--- config.mk ---
export PLATFORM = sky130hd
export DESIGN_NAME = q_table_arbiter
export DESIGN_NICKNAME = d
export VERILOG_FILES = /design/src/rtl/q_table_arbiter.sv
export SDC_FILE = /design/constraint.sdc
export NUM_CORES = 1
export LEC_CHECK = 0
export ABC_AREA = 1
export CORE_MARGIN = 5
export CORE_UTILIZATION = 40
export DETAILED_ROUTE_END_ITERATION = 7
export GPL_ROUTABILITY_DRIVEN = 0
export GPL_TIMING_DRIVEN = 0
export PLACE_DENSITY = 0.68
export SYNTH_ARGS = -nofsm -noshare
export SYNTH_HDL_FRONTEND = slang
export SYNTH_SLANG_ARGS = --single-unit
--- constraint.sdc ---
create_clock -name clk -period 1.95 [get_ports clk]
set_input_delay 0.195 -clock clk [delete_from_list [all_inputs] [get_ports clk]]
set_output_delay 0.195 -clock clk [all_outputs]
set_load 0.03 [all_outputs]
--- src/rtl/q_table_arbiter.sv ---
// Shares the single-port Q-table RAM between the prediction and update requesters.
// Sweeps the table to zero after reset or on request.
module q_table_arbiter #(
  parameter int IDX_W  = 4,
  parameter int DATA_W = 8
) (
  input  logic              clk,
  input  logic              rst_n,
  input  logic              clear_req,
  input  logic              pred_req,
  input  logic [IDX_W-1:0]  pred_idx,
  output logic              pred_ack,
  output logic              pred_jump,
  input  logic              upd_req,
  input  logic [IDX_W-1:0]  upd_idx,
  input  logic              upd_action,
  input  logic [DATA_W-1:0] upd_delta,
  output logic              upd_ack,
  output logic [IDX_W:0]    ram_addr,
  output logic              ram_we,
  output logic [DATA_W-1:0] ram_wdata,
  input  logic [DATA_W-1:0] ram_rdata,
  output logic              busy,
  output logic              clearing
);

  // state   | meaning
  // CLEAR   | zero sweep, one write per cycle
  // IDLE    | arbitrate clear / update / prediction
  // P_RD0   | read {idx,0}
  // P_RD1   | read {idx,1}, capture q0
  // P_CMP   | compare q1 against q0
  // U_RD    | read {idx,act}
  // U_WR    | write saturated sum
  localparam int AW = IDX_W + 1;
  localparam logic [2:0] S_CLEAR = 3'd0;
  localparam logic [2:0] S_IDLE  = 3'd1;
  localparam logic [2:0] S_P_RD0 = 3'd2;
  localparam logic [2:0] S_P_RD1 = 3'd3;
  localparam logic [2:0] S_P_CMP = 3'd4;
  localparam logic [2:0] S_U_RD  = 3'd5;
  localparam logic [2:0] S_U_WR  = 3'd6;

  logic [2:0]               state, state_nxt;
  logic [AW-1:0]            sweep_cnt;
  logic [IDX_W-1:0]         idx_q;
  logic                     act_q;
  logic [DATA_W-1:0]        delta_q;
  logic signed [DATA_W-1:0] q0;
  logic                     last_upd;
  logic                     grant_pred, grant_upd;
  logic [DATA_W:0]          sum;
  logic [DATA_W-1:0]        sat_sum;

  // After an update, a waiting prediction gets the next slot.
  always_comb begin
    grant_pred = 1'b0;
    grant_upd  = 1'b0;
    if (state == S_IDLE && !clear_req) begin
      grant_pred = pred_req && (last_upd || !upd_req);
      grant_upd  = upd_req && !grant_pred;
    end
  end

  always_comb begin
    sum     = {ram_rdata[DATA_W-1], ram_rdata} + {delta_q[DATA_W-1], delta_q};
    sat_sum = sum[DATA_W-1:0];
    if (sum[DATA_W] != sum[DATA_W-1])
      sat_sum = sum[DATA_W] ? {1'b1, {(DATA_W-1){1'b0}}} : {1'b0, {(DATA_W-1){1'b1}}};
  end

  always_comb begin
    state_nxt = state;
    case (state)
      S_CLEAR: if (sweep_cnt == {AW{1'b1}}) state_nxt = S_IDLE;
      S_IDLE: begin
        if (clear_req)       state_nxt = S_CLEAR;
        else if (grant_pred) state_nxt = S_P_RD0;
        else if (grant_upd)  state_nxt = S_U_RD;
      end
      S_P_RD0: state_nxt = S_P_RD1;
      S_P_RD1: state_nxt = S_P_CMP;
      S_P_CMP: state_nxt = S_IDLE;
      S_U_RD:  state_nxt = S_U_WR;
      S_U_WR:  state_nxt = S_IDLE;
      default: state_nxt = S_IDLE;
    endcase
  end

  always_comb begin
    ram_addr = '0;
    case (state)
      S_CLEAR:        ram_addr = sweep_cnt;
      S_P_RD0:        ram_addr = {idx_q, 1'b0};
      S_P_RD1:        ram_addr = {idx_q, 1'b1};
      S_P_CMP:        ram_addr = {idx_q, 1'b1};
      S_U_RD, S_U_WR: ram_addr = {idx_q, act_q};
      default:        ram_addr = '0;
    endcase
  end

  // Writes are gated by rst_n so nothing reaches the RAM while reset is held.
  assign ram_we    = rst_n && (state == S_CLEAR || state == S_U_WR);
  assign ram_wdata = (rst_n && state == S_U_WR) ? sat_sum : '0;
  assign busy      = (state != S_IDLE);
  assign clearing  = (state == S_CLEAR);

  always_ff @(posedge clk) begin
    if (!rst_n) begin
      state     <= S_CLEAR;
      sweep_cnt <= '0;
      pred_ack  <= 1'b0;
      pred_jump <= 1'b0;
      upd_ack   <= 1'b0;
      last_upd  <= 1'b0;
      idx_q     <= '0;
      act_q     <= 1'b0;
      delta_q   <= '0;
      q0        <= '0;
    end else begin
      state    <= state_nxt;
      pred_ack <= 1'b0;
      upd_ack  <= 1'b0;
      if (state == S_CLEAR) sweep_cnt <= sweep_cnt + AW'(1);
      if (grant_pred) begin
        idx_q    <= pred_idx;
        last_upd <= 1'b0;
      end
      if (grant_upd) begin
        idx_q    <= upd_idx;
        act_q    <= upd_action;
        delta_q  <= upd_delta;
        last_upd <= 1'b1;
      end
      if (state == S_P_RD1) q0 <= $signed(ram_rdata);
      if (state == S_P_CMP) begin
        pred_ack  <= 1'b1;
        pred_jump <= ($signed(ram_rdata) > q0);
      end
      if (state == S_U_WR) upd_ack <= 1'b1;
    end
  end

endmodule

=== Word level (Yosys, flattened, before mapping) ===
Index checks and enable logic that the tools add are counted.

* Input bits: 30
* Bits in registers: 33
* Output and inout bits: 19

* Equal/unequal tests: 11
* Order comparisons: 1
* Reductions and logical operators: 15
* $add $sub $neg: 2
* Mux-type cells: 17

{| class="wikitable"
|+ Operators by type and width
! operator !! count
|-
| 8-bit 2-to-1 mux || 3
|-
| 5-bit case mux with 4 select lines || 1
|-
| 3-bit case mux with 5 select lines || 1
|-
| 3-bit 2-to-1 mux || 4
|-
| 8-bit by 8-bit adder with 9-bit output || 1
|-
| 3-bit == test (second input constant) || 3
|-
| 8-bit > comparator || 1
|-
| 4-bit 2-to-1 mux || 2
|-
| 3-bit by 2-bit == test with 1-bit output (second input constant) || 2
|-
| 1-bit 2-to-1 mux || 6
|-
| 5-bit by 1-bit adder with 5-bit output (second input constant) || 1
|-
| 5-bit == test (second input constant) || 1
|-
| 1-bit logical AND || 5
|-
| 4-bit inequality test (second input constant) || 1
|-
| 2-bit OR reduction || 2
|-
| 3-bit by 1-bit == test with 1-bit output (second input constant) || 1
|-
| 1-bit zero test || 3
|-
| 3-bit zero test || 1
|-
| 3-bit by 1-bit inequality test with 1-bit output (second input constant) || 1
|-
| 1-bit logical OR || 2
|-
| 2-bit by 1-bit inequality test with 1-bit output (second input constant) || 1
|-
| 2-bit AND reduction || 1
|-
| 2-bit nonzero test || 1
|-
| 1-bit inequality test || 1
|}

=== Logic depth before layout (Yosys ltp) ===
* Word-level depth: 10
* Depth in mapped cells: 12
* Gate-level depth less buffers: 12

=== Worst setup path before layout ===
No wires, ideal clock.

* Path type: register to output
* Start: register delta_q[0]
* End: output ram_wdata[0]
* Path buffers: 0
* Data arrival time: 1.802 ns
* Stages on the path, launching flop included: 12
* Required time: 1.755 ns
* Slack: -0.047 ns
* Cells stage by stage: dfxtp_1 -> ha_1 -> fa_1 -> nand2_1 -> nand2_1 -> nand3_1 -> nand2_1 -> nand2_1 -> nand2_2 -> a21oi_4 -> nand2_1 -> inv_1

* Longest elaborated chain between the ends: 4
* Elaborated cells on any way between the ends: 5
* Classes of those cells: add/sub (1); eq/ne (1); mux (3)

{| class="wikitable"
|+ Ends and longest elaborated chain
! what !! line !! text
|-
| from (decl) || 48 || <nowiki>logic [DATA_W-1:0] delta_q;</nowiki>
|-
| from (signal assigned) || 132 || <nowiki>delta_q <= upd_delta;</nowiki>
|-
| 8-bit by 8-bit adder with 9-bit output (*) || 66 || <nowiki>sum = {ram_rdata[DATA_W-1], ram_rdata} + {delta_q[DATA_W-1], delta_q};</nowiki>
|-
| 8-bit 2-to-1 mux or 1-bit inequality test (tied branches) || 69, 68 ||
|-
| 8-bit 2-to-1 mux (*) || 68 || <nowiki>if (sum[DATA_W] != sum[DATA_W-1])</nowiki>
|-
| 8-bit 2-to-1 mux (*) || 104 || <nowiki>assign ram_wdata = (rst_n && state == S_U_WR) ? sat_sum : '0;</nowiki>
|-
| to (decl) || 21 || <nowiki>output logic [DATA_W-1:0] ram_wdata,</nowiki>
|}

Every way passes the cells marked *; elsewhere a longest branch is shown, timed or not.

=== Worst setup path after layout ===
* Start: register delta_q[7]
* End: output ram_wdata[5]

The elaborated chain is that of the path after synthesis.

==> flow_metrics.env <==
export IMPL_path_cells="ha_2, nand2_1, nor2_2, nand3_4, nand3_1, nand2_4, a21oi_4, buf_6, nand2_2, inv_2, buf_6"
export IMPL_min_period_ns=2.35
export IMPL_vias=2185
export IMPL_clk_pin_slew_ns=0.08
export IMPL_nFillCells=504
export IMPL_cpPeakStageDelay_ns=0.39
export IMPL_ctsLongestPathBuffers=2
export IMPL_hold_path_class="primary input to flip-flop"
export IMPL_area_growth_pct=41.8
export IMPL_critPathBufInv=3
export IMPL_ir_worst_vdd_uv=522
export IMPL_arrival_ns=2.16
export IMPL_yosysSeqAreaShare_pct=30.0
export IMPL_grt_max_degree=12
export IMPL_grt_pass1_vias=2047
export IMPL_rsz0062_at_grt="yes"
export IMPL_cts_tree="built"
export IMPL_synth_avg_cell_area_um2=6.95
export IMPL_end_kind="output port"
export IMPL_final_common_cell="nand2_1"
export IMPL_p_total_mw=1.68
export IMPL_io_pins=49
export IMPL_layoutNonFillerInstCount=452
export IMPL_die_area_um2=7100
export IMPL_hold_start="ram_rdata[0]"
export IMPL_hpwlAfterDp_um=4310
export IMPL_grt_pass1_wl_um=9340
export IMPL_drt_total_wl_um=5750
export IMPL_layout_nets=427
export IMPL_required_ns=1.75
export IMPL_synth_nets=366
export IMPL_setup_viol=8
export IMPL_hold_depth=3
export IMPL_synth_area_um2=2200
export IMPL_reg2reg_slack_ns=0.53
export IMPL_drive_above_1_share_pct=25.9
export IMPL_ant_nets=0
export IMPL_worst_pin_slew_ns=0.447
export IMPL_fin_crit_sh_pct=121
export IMPL_post_drt_wl_per_cell_um=12.7
export IMPL_grt_total_usage_pct=16.3
export IMPL_utilization_pct=57.5
export IMPL_worstSetupPathType="flip-flop to output port"
export IMPL_syn_instance_count=317
export IMPL_drt_iter0_drc=96
export IMPL_top_layer="met4"
export IMPL_cpLargestDelayFamily="simple AND/OR/NAND/NOR gates"
export IMPL_wl_met1_um=2620
export IMPL_overflow=0
export IMPL_yosysWarningCount=0
export IMPL_r2r_end="q0[5]"
export IMPL_setup_ws_ns=-0.402
export IMPL_fmax_mhz=425
export IMPL_met2_length_um=2790
export IMPL_clk_latency_ns=0.30
export IMPL_outcome="finished with violations"
export IMPL_row_count=27
export IMPL_setup_tns_ns=-2.82
export IMPL_power_density_nw_per_um2=539
export IMPL_cts_root_buf="clkbuf_8"
export IMPL_numCtsBuffers=5
export IMPL_crit_path_frequent_cell="buf_6"
export IMPL_die_y_um=84.2
export IMPL_synth_seq_cells=33
export IMPL_cts_sinks=33
export IMPL_drv_cap=0
export IMPL_crit_reg2reg_launch="state[2]"
export IMPL_hold_viol=0
export IMPL_slew_headroom_pct=70.2
export IMPL_leakagePower_nw=1.40
export IMPL_drv_slew=0
export IMPL_postCtsHoldBufs=0
export IMPL_drc=0
export IMPL_die_x_um=84.2
export IMPL_startpoint_type="flip-flop"
export IMPL_path_max_fanout=7
export IMPL_skew_ns=0.0118
export IMPL_final_cell_mix="54 x nand2_1, 41 x inv_1, 29 x nor2_1, 27 x dfxtp_1, 25 x clkdlybuf4s50_1"
export IMPL_core_um2=5440
export IMPL_portBuffers=48
export IMPL_htreeDepth=2
export IMPL_ys_types=34
export IMPL_routed_via_density=4.83
export IMPL_cp_slowest_cell="ha_2"
export IMPL_violations="negative setup slack"
export IMPL_detail_route_first_pass_iterations=4
export IMPL_antenna_found_initial=1
export IMPL_start_util_pct=40.5
export IMPL_whs_endpoint="q0[0]"
export IMPL_reg2reg_depth=8
export IMPL_place_inst=437
export IMPL_met3WireLength_um=195
-- worst max path at each step --
| stage | startpoint | end | slack [ns] | cells past startpoint |
|---|---|---|---|---|
| 2_1_floorplan | delta_q[0] | ram_wdata[0] | 0.009 | 11 |
| 3_3_place_gp | ram_rdata[0] | ram_wdata[4] | -1.07 | 13 |
| 3_5_place_dp | ram_rdata[0] | ram_wdata[5] | -1.11 | 13 |
| 4_1_cts | delta_q[0] | ram_wdata[5] | -0.39 | 13 |
| 5_1_grt | delta_q[7] | ram_wdata[5] | -0.50 | 11 |
| 6_report | delta_q[7] | ram_wdata[5] | -0.40 | 11 |
-- area by class of cell --
cell class / count / area (um^2) / share of cell area (%)
flip-flops and latches: 33 / 673 / 21.5
clock buffers: 5 / 68.8 / 2.20
clock inverters: 3 / 65.1 / 2.08
well taps: 72 / 90.1 / 2.88
multi-input cells: 225 / 1490 / 47.5
inverters: 53 / 199 / 6.36
diodes: 1 / 2.50 / 0.0800
plain buffers: 6 / 37.5 / 1.20
repair buffers: 54 / 505 / 16.2
-- where the power goes --
part | internal (mW) | total (mW) | leakage, nW | switching [mW]
logic | 0.101 | 0.222 | 1.07 | 0.120
clock network | 0.508 | 0.783 | 0.0681 | 0.275
registers | 0.676 | 0.680 | 0.270 | 0.00362
-- per-layer routing --
layer  up-vias  GRT usage (%)
met5         -              0
met4         0           6.29
met3         8           2.75
met2        46           27.9
met1       988           20.4
li1       1143              -
-- through the flow --
| step | setup slack (ns) | cell area [um^2] | hold slack, ns |
|---|---|---|---|
| 2_1_floorplan | 0.00872 | 2200 | 0.330 |
| 3_3_place_gp | -1.07 | 2780 | 0.442 |
| 3_5_place_dp | -1.11 | 2780 | 0.449 |
| 4_1_cts | -0.392 | 3040 | 0.353 |
| 5_1_grt | -0.496 | 3130 | 0.370 |
| 6_report | -0.402 | 3130 | 0.362 |
-- cell families after synthesis --
| logic type | Yosys count | share of synthesized area (%) |
|---|---|---|
| AO/OA/AOI/OAI | 58 | 16.3 |
| XOR/XNOR | 3 | 1.19 |
| adder cells (fa/ha/maj) | 19 | 11.1 |
| buffers and inverters | 59 | 10.6 |
| flip-flops | 33 | 30.0 |
| AND/OR/NAND/NOR | 145 | 30.8 |
-- flip-flops by register name, summed over array words and instances, names as in the netlist --
signal     cells
last_upd       1
sweep_cnt      5
upd_ack        1
q0             8
act_q          1
delta_q        8
pred_jump      1
idx_q          4
state          3
pred_ack       1
-- cell usage after synthesis --
cell	count	area [um^2]
o21bai_1	1	7.51
inv_1	49	184
o21ai_0	19	95.1
dfxtp_1	33	661
nand4_1	2	12.5
a21oi_4	1	16.3
nand2_4	2	22.5
buf_2	1	5.00
nand3_1	23	115
nand2_2	7	43.8
o21ai_1	7	35.0
o22ai_1	3	18.8
nand3b_1	2	15.0
a21oi_2	2	17.5
fa_1	1	20.0
nand2_1	66	248
clkbuf_1	4	15.0
nor2_1	33	124
a21oi_1	19	95.1
nor2_4	1	11.3
ha_1	18	225
o21ai_4	1	16.3
xnor2_1	2	17.5
and3_1	1	6.26
a31oi_2	4	50.1
nor3b_2	1	12.5
inv_2	4	15.0
a41oi_1	1	8.76
nor3_1	3	15.0
buf_8	1	15.0
xor2_1	1	8.76
nor2_2	1	6.26
nor2_8	2	40.0
or2_1	1	6.26
-- worst register-to-register path: stages, from the launching register on --
cell	delay [ns]
dfxtp_4	0.39
inv_2	0.07
nand2_2	0.09
nor2_4	0.05
buf_4	0.13
inv_1	0.14
buf_2	0.25
o21ai_0	0.10
a21oi_1	0.13
-- what timing repair did --
action                     in CTS  in global routing
pin swaps                      13                  8
gates resized for setup       107                 33
setup buffers                   4                  2
setup endpoints to repair      15                 15
(Power assumes the default switching activity.)
